<file path="src/rtl/seq_mul_acc_if.sv">
// Operation request / result bus of the sequential multiply-accumulate unit.
// The master issues operations; the slave (seq_mul_acc) returns busy/done/result.
interface seq_mul_acc_if #(
   parameter int WIDTH = 32
);
   // Handshake: op_start is accepted on a rising edge only while busy=0; operands
   // and modes are latched with it. busy stays high for the whole RUN phase and
   // done pulses for exactly one cycle in which result carries the new value.
   logic                   op_start;
   logic                   op_signed;
   logic                   op_acc;
   logic                   op_clear;
   logic [WIDTH-1:0]       op_a;
   logic [WIDTH-1:0]       op_b;
   logic                   busy;
   logic                   done;
   logic [2*WIDTH-1:0]     result;
   logic [1:0]             state;

   modport master (
      output op_start, op_signed, op_acc, op_clear, op_a, op_b,
      input  busy, done, result, state
   );

   modport slave (
      input  op_start, op_signed, op_acc, op_clear, op_a, op_b,
      output busy, done, result, state
   );
endinterface

</file>
<file path="src/rtl/seq_mul_acc.sv">
// Radix-2 shift-add multiplier / multiply-accumulator with a start/busy/done handshake.
// Optional macro MUL_EARLY_TERM_EN ends RUN once the remaining multiplier bits are zero.
module seq_mul_acc #(
   parameter int WIDTH = 32
) (
   input  logic          clk,
   input  logic          reset,
   seq_mul_acc_if.slave  bus
);
   localparam int CW = $clog2(WIDTH + 1);

   typedef enum logic [1:0] {
      IDLE = 2'd0,
      RUN  = 2'd1,
      DONE = 2'd2
   } state_t;

   state_t               state;
   logic [WIDTH-1:0]     mcand;
   logic [WIDTH-1:0]     mplier;
   logic [2*WIDTH-1:0]   partial;
   logic [CW-1:0]        cnt;
   logic                 neg;
   logic                 acc_mode;
   logic                 acc_zero;
   logic                 busy_r;
   logic                 done_r;
   logic [2*WIDTH-1:0]   result_r;

   logic [WIDTH:0]       add_sum;
   logic [2*WIDTH-1:0]   partial_step;
   logic [2*WIDTH-1:0]   partial_final;
   logic [2*WIDTH-1:0]   prod;
   logic [2*WIDTH-1:0]   acc_base;
   logic [2*WIDTH-1:0]   result_next;
   logic [WIDTH-1:0]     mplier_step;
   logic [WIDTH-1:0]     abs_a;
   logic [WIDTH-1:0]     abs_b;
   logic                 last_step;

   always_comb begin
      add_sum      = {1'b0, partial[2*WIDTH-1:WIDTH]} + (mplier[0] ? {1'b0, mcand} : '0);
      partial_step = (2*WIDTH)'({add_sum, partial[WIDTH-1:0]} >> 1);
      mplier_step  = mplier >> 1;
`ifdef MUL_EARLY_TERM_EN
      // Remaining shifts are applied in one go so the product lands where the
      // fixed-latency engine would have put it.
      last_step     = (cnt == CW'(1)) || (mplier_step == '0);
      partial_final = partial_step >> (cnt - CW'(1));
`else
      last_step     = (cnt == CW'(1));
      partial_final = partial_step;
`endif
      prod        = neg ? -partial_final : partial_final;
      acc_base    = acc_zero ? '0 : result_r;
      result_next = acc_mode ? acc_base + prod : prod;
      // Magnitudes are WIDTH-bit unsigned, so |-2^(WIDTH-1)| is representable.
      abs_a = (bus.op_signed && bus.op_a[WIDTH-1]) ? -bus.op_a : bus.op_a;
      abs_b = (bus.op_signed && bus.op_b[WIDTH-1]) ? -bus.op_b : bus.op_b;
   end

   always_ff @(posedge clk) begin
      if (reset) begin
         state    <= IDLE;
         mcand    <= '0;
         mplier   <= '0;
         partial  <= '0;
         cnt      <= '0;
         neg      <= 1'b0;
         acc_mode <= 1'b0;
         acc_zero <= 1'b0;
         busy_r   <= 1'b0;
         done_r   <= 1'b0;
         result_r <= '0;
      end else begin
         case (state)
            IDLE, DONE: begin
               done_r <= 1'b0;
               if (bus.op_start) begin
                  mcand    <= abs_a;
                  mplier   <= abs_b;
                  neg      <= bus.op_signed & (bus.op_a[WIDTH-1] ^ bus.op_b[WIDTH-1]);
                  acc_mode <= bus.op_acc;
                  acc_zero <= bus.op_clear;
                  partial  <= '0;
                  cnt      <= CW'(WIDTH);
                  busy_r   <= 1'b1;
                  state    <= RUN;
               end else begin
                  if (bus.op_clear) result_r <= '0;
                  state <= IDLE;
               end
            end
            RUN: begin
               partial <= partial_step;
               mplier  <= mplier_step;
               cnt     <= cnt - CW'(1);
               if (last_step) begin
                  result_r <= result_next;
                  busy_r   <= 1'b0;
                  done_r   <= 1'b1;
                  state    <= DONE;
               end
            end
            default: begin
               busy_r <= 1'b0;
               done_r <= 1'b0;
               state  <= IDLE;
            end
         endcase
      end
   end

   assign bus.busy   = busy_r;
   assign bus.done   = done_r;
   assign bus.result = result_r;
   assign bus.state  = state;
endmodule

</file>
<file path="src/flat_wrapper.sv">
// flat-port wrapper written by rule: the top's interface ports become plain ports
module seq_mul_acc_flat 
#(
   parameter int WIDTH = 32
)
  (clk, reset, bus_op_start, bus_op_signed, bus_op_acc, bus_op_clear, bus_op_a, bus_op_b, bus_busy, bus_done, bus_result, bus_state);
  seq_mul_acc_if #(.WIDTH(WIDTH)) bus_i ();
  input  logic clk;
  input  logic reset;
  input wire logic [$bits(bus_i.op_start)-1:0] bus_op_start;
  input wire logic [$bits(bus_i.op_signed)-1:0] bus_op_signed;
  input wire logic [$bits(bus_i.op_acc)-1:0] bus_op_acc;
  input wire logic [$bits(bus_i.op_clear)-1:0] bus_op_clear;
  input wire logic [$bits(bus_i.op_a)-1:0] bus_op_a;
  input wire logic [$bits(bus_i.op_b)-1:0] bus_op_b;
  output wire logic [$bits(bus_i.busy)-1:0] bus_busy;
  output wire logic [$bits(bus_i.done)-1:0] bus_done;
  output wire logic [$bits(bus_i.result)-1:0] bus_result;
  output wire logic [$bits(bus_i.state)-1:0] bus_state;
  assign bus_i.op_start = bus_op_start;
  assign bus_i.op_signed = bus_op_signed;
  assign bus_i.op_acc = bus_op_acc;
  assign bus_i.op_clear = bus_op_clear;
  assign bus_i.op_a = bus_op_a;
  assign bus_i.op_b = bus_op_b;
  assign bus_busy = bus_i.busy;
  assign bus_done = bus_i.done;
  assign bus_result = bus_i.result;
  assign bus_state = bus_i.state;
  seq_mul_acc #(.WIDTH(WIDTH)) u_core (.clk(clk), .reset(reset), .bus(bus_i));
endmodule
</file>
<file path="config.mk">
export PLATFORM = sky130hd
export DESIGN_NAME = seq_mul_acc_flat
export DESIGN_NICKNAME = d
export VERILOG_FILES = /design/src/rtl/seq_mul_acc_if.sv /design/src/rtl/seq_mul_acc.sv /design/src/flat_wrapper.sv
export SDC_FILE = /design/constraint.sdc
export NUM_CORES = 1
export LEC_CHECK = 0
export ABC_AREA = 0
export CORE_UTILIZATION = 60
export CTS_CLUSTER_SIZE = 25
export DETAILED_ROUTE_END_ITERATION = 7
export HOLD_SLACK_MARGIN = 0.05
export MAX_ROUTING_LAYER = met4
export PLACE_DENSITY = 0.94
export SYNTH_ARGS = -nofsm -noshare
export SYNTH_HDL_FRONTEND = slang
export SYNTH_SLANG_ARGS = --single-unit
</file>
<file path="constraint.sdc">
create_clock -name clk -period 7 [get_ports clk]
set_input_delay 0.7 -clock clk [delete_from_list [all_inputs] [get_ports clk]]
set_output_delay 0.7 -clock clk [all_outputs]
set_load 0.05 [all_outputs]
</file>
==> results.md <==
- Result of the run: completed
- Number of buffers created by CTS: 24
- Max incr delay on CP: 0.46 ns
- Buffers inserted by post-CTS timing repair: 0
- CTS H-tree lvls: 1
- Clock tree from TritonCTS: built
- Clock network fraction of design power: 42.2%
- Post-CTS Resized: 0
- Fraction of final layout cells with drive strength greater than 1: 4.356%
- Drt initial violations: 1,472
- Slew Limit Headroom: 16.01%
- Kind of start point of the critical path: flip-flop
- Worst clock skew: 0.01792 ns
- Logic gate share of total power: 16.6%
- Switching Share: 29.26%
- Largest net degree at the start of global routing: 102
- Clock input transition at the sequential cells of the worst setup and hold paths: 0.06 ns
- Gate Count Post-Synth: 2,141
- Port Buffers: 137
- Most common cell in the synthesized netlist: sky130_fd_sc_hd__nand2_1
- Worst-case reg-to-reg path depth: 25
- Number of non-filler instances in the completed layout: 2,547
- Worst R2R Start: u_core.mplier[0]$_SDFFE_PP0P_
- Placeable core region: 26,800 um^2
- Flip-flop and latch count after synthesis: 204
- Final Critical Period: 6.529 ns
- Register share of total power: 41.1%
- Hold-critical path depth: 2
- Launch point of the worst path: u_core.mplier[0]$_SDFFE_PP0P_
- Synth Flop Type: sky130_fd_sc_hd__dfxtp_1
- Final HPWL from detailed placement: 34.17 mm
- Per-cell routed wire length: 18.44 um
- Fraction of synthesized cell area taken by the top area cell type: 24.99%
- Die outline height: 167.0 um
- Hold-fix buffer count after cts: 0
- R2R setup slack: 0.47 ns
- Grt ovf: 0
- Wire length of the first global-routing pass: 75.78 mm
- Layout area overhead: 13.64%
- Type of the worst min-delay path: reg2reg
- Placer's final routability congestion estimate: 0.9832
- Final layout net count: 2,362
- Clock tree root buffer cell: sky130_fd_sc_hd__clkbuf_16
- Die Footprint: 27,900 um^2
- Signal arrival time at the worst endpoint: 6.92 ns
- Crit-path most repeated cell: sky130_fd_sc_hd__a21o_1
- Setup repair after global routing missed its margin: false
- Horizontal die dimension: 167.0 um
- Latest clock arrival within the worst-skew pair: 0.55 ns
- Number of nets produced by synthesis: 2,315
- Number of flops mapped to enable cells by yosys: 0
- Slew at the pin closest to its max-slew limit: 1.257 ns
- # IOs: 138
- Number of DRC violations after detailed routing: 0
- FP Rows: 60
- Crit path max fanout: 31
- Critical Path Sink Type: flip-flop
- GRT Resource Usage Total: 33.75%
- Internal power: 2.121 mW
- Total negative slack: 0 ns
- Path type of the worst setup path: reg2reg
- Cell total after placement: 2,503
- Total standard cell area after synthesis: 16,340 um^2
- Final worst-path cycle share: 93.28%
- Max-cap violations: 0
- Worst IR drop on VDD: 0.0001513 V
- Vias in the first global route: 15,110
- Routed wire length: 46.97 mm
- CTS Buffer Depth: 3
- Slew Viols, Final: 0
- Antenna violations before repair: 2
- Hold Fails Final Rpt: 0
- Antenna violation net count after detailed routing: 0
- Highest Clock Rate: 153.2 MHz
- Count of warnings emitted by yosys: 0
- Number of search-and-repair iterations in the first detailed-routing pass: 6
- Area contributors post-synth: sky130_fd_sc_hd__dfxtp_1, sky130_fd_sc_hd__ha_1, sky130_fd_sc_hd__xnor2_1, sky130_fd_sc_hd__a21oi_1, sky130_fd_sc_hd__nand2_1
- Post-synth ARST share: 0%
- Static Leakage: 7.539 nW
- Sink Count: 204
- Final setup violation count: 0
- Cell variety after synth: 87
- P_sw: 0.8770 mW
- Crit path required time: 7.39 ns
- Register area share after synthesis: 24.99%
- DR vias/cell: 6.421
- Biggest area consumer among synthesized cells: sky130_fd_sc_hd__dfxtp_1
- Synthesized area divided by synthesized cell count: 7.633 um^2
- Highest-delay cell along the critical path: sky130_fd_sc_hd__or3_4
- Initial Util: 60.98%
- Power density normalized to cell area: 161.4 nW/um^2
- Via count: 16,360
- Post-synth top cells: sky130_fd_sc_hd__nand2_1, sky130_fd_sc_hd__dfxtp_1, sky130_fd_sc_hd__a21oi_1, sky130_fd_sc_hd__nor2_1, sky130_fd_sc_hd__o21ai_0
- Hold Path Origin: u_core.mcand[0]$_SDFFE_PP0P_
## worst max-delay path: cells and delay by family (launching register included)
family          cells  cell delay [ns]
compound gates     16             3.58
xor+xnor            1             0.34
fa+ha+maj           3             1.01
buf+inv             1             0.21
flops               1             0.32
simple gates        4             0.90
## cells by family (layout without fill, tap and decap cells)
family	count (synthesis)	after routing	synth area share, %
other	0	2	0
xor gates and xnor gates	193	193	10.43
and+or+nand+nor	722	722	21.80
buffers and inverters	181	244	4.203
DFF	204	204	24.99
muxes	13	13	0.8115
adders and majority gates	104	104	8.054
AOI/OAI and AO/OA	724	724	29.71
## registers in the layout, indices dropped and copies added (netlist names)
signal             count
u_core.mcand          32
u_core.bus.busy        1
u_core.acc_zero        1
u_core.partial        63
u_core.neg             1
u_core.cnt             6
u_core.acc_mode        1
u_core.bus.state       2
u_core.bus.result     64
u_core.mplier         32
u_core.bus.done        1
## routing by layer
layer,track usage [%],share of wire [%]
met1,45.70,45
met5,-,0
met2,51.23,44
met4,12.16,3.0
met3,4.491,8.6
## layout by cell type (no fill, tap or decap), drive strengths merged, types with 9 or more instances in the layout
master	instances
clkbuf	31
xor2	73
a22o	51
mux2i	11
clkdlybuf4s50	136
a31oi	14
a21oi	197
buf	13
ha	102
o31ai	25
or3	29
o21bai	22
o21a	13
o21ai	134
dfxtp	204
o41ai	14
a211oi	56
and3	13
nor4	18
nand3	38
nor2	195
nand2b	14
a21o	57
a21boi	9
o211ai	14
nor2b	73
xnor2	119
nand4	24
or4	9
inv	52
and2	44
a22oi	38
nor3	32
nand2	210
## power groups by stage
stage / clock network [mW] / logic, mW / registers [mW]
after floorplan: 0 / 0.340 / 1.25
after global placement: 0 / 0.475 / 1.25
after detailed placement: 0 / 0.489 / 1.26
after CTS: 1.27 / 0.491 / 1.23
after global routing: 1.32 / 0.541 / 1.24
final: 1.27 / 0.498 / 1.23
## per-stage QoR
step | cell area, um^2 | total power [mW] | utilization (%) | setup WS [ns] | hold WS (ns)
3_5_place_dp | 17780 | 1.747 | 66.35 | 0.6059 | 0.4530
6_report | 18570 | 2.998 | 69.30 | 0.4705 | 0.4610
2_1_floorplan | 16340 | 1.593 | - | 1.118 | 0.4255
5_1_grt | 18570 | 3.101 | 69.30 | 0.05448 | 0.4879
3_3_place_gp | 17780 | 1.729 | 66.35 | 0.7817 | 0.4408
4_1_cts | 18570 | 2.997 | 69.28 | 0.5662 | 0.4628
## layout make-up
class	count	area (um^2)
multi-input cells	1756	11610
fillers	2177	8228
flip-flops and latches	204	4088
repair buffers	149	1459
clock buffers	31	656.9
well taps	341	426.7
inverters	53	198.9
clock inverters	11	127.6
diodes	2	5.005
## final timing paths
check,to
worst max-delay path,u_core.bus.result[62]$_SDFFE_PP0P_
worst min register to register,u_core.mcand[0]$_SDFFE_PP0P_
worst max register to register,u_core.bus.result[62]$_SDFFE_PP0P_
worst min-delay path,u_core.mcand[0]$_SDFFE_PP0P_
No activity file was read; power rests on OpenSTA's default activity.
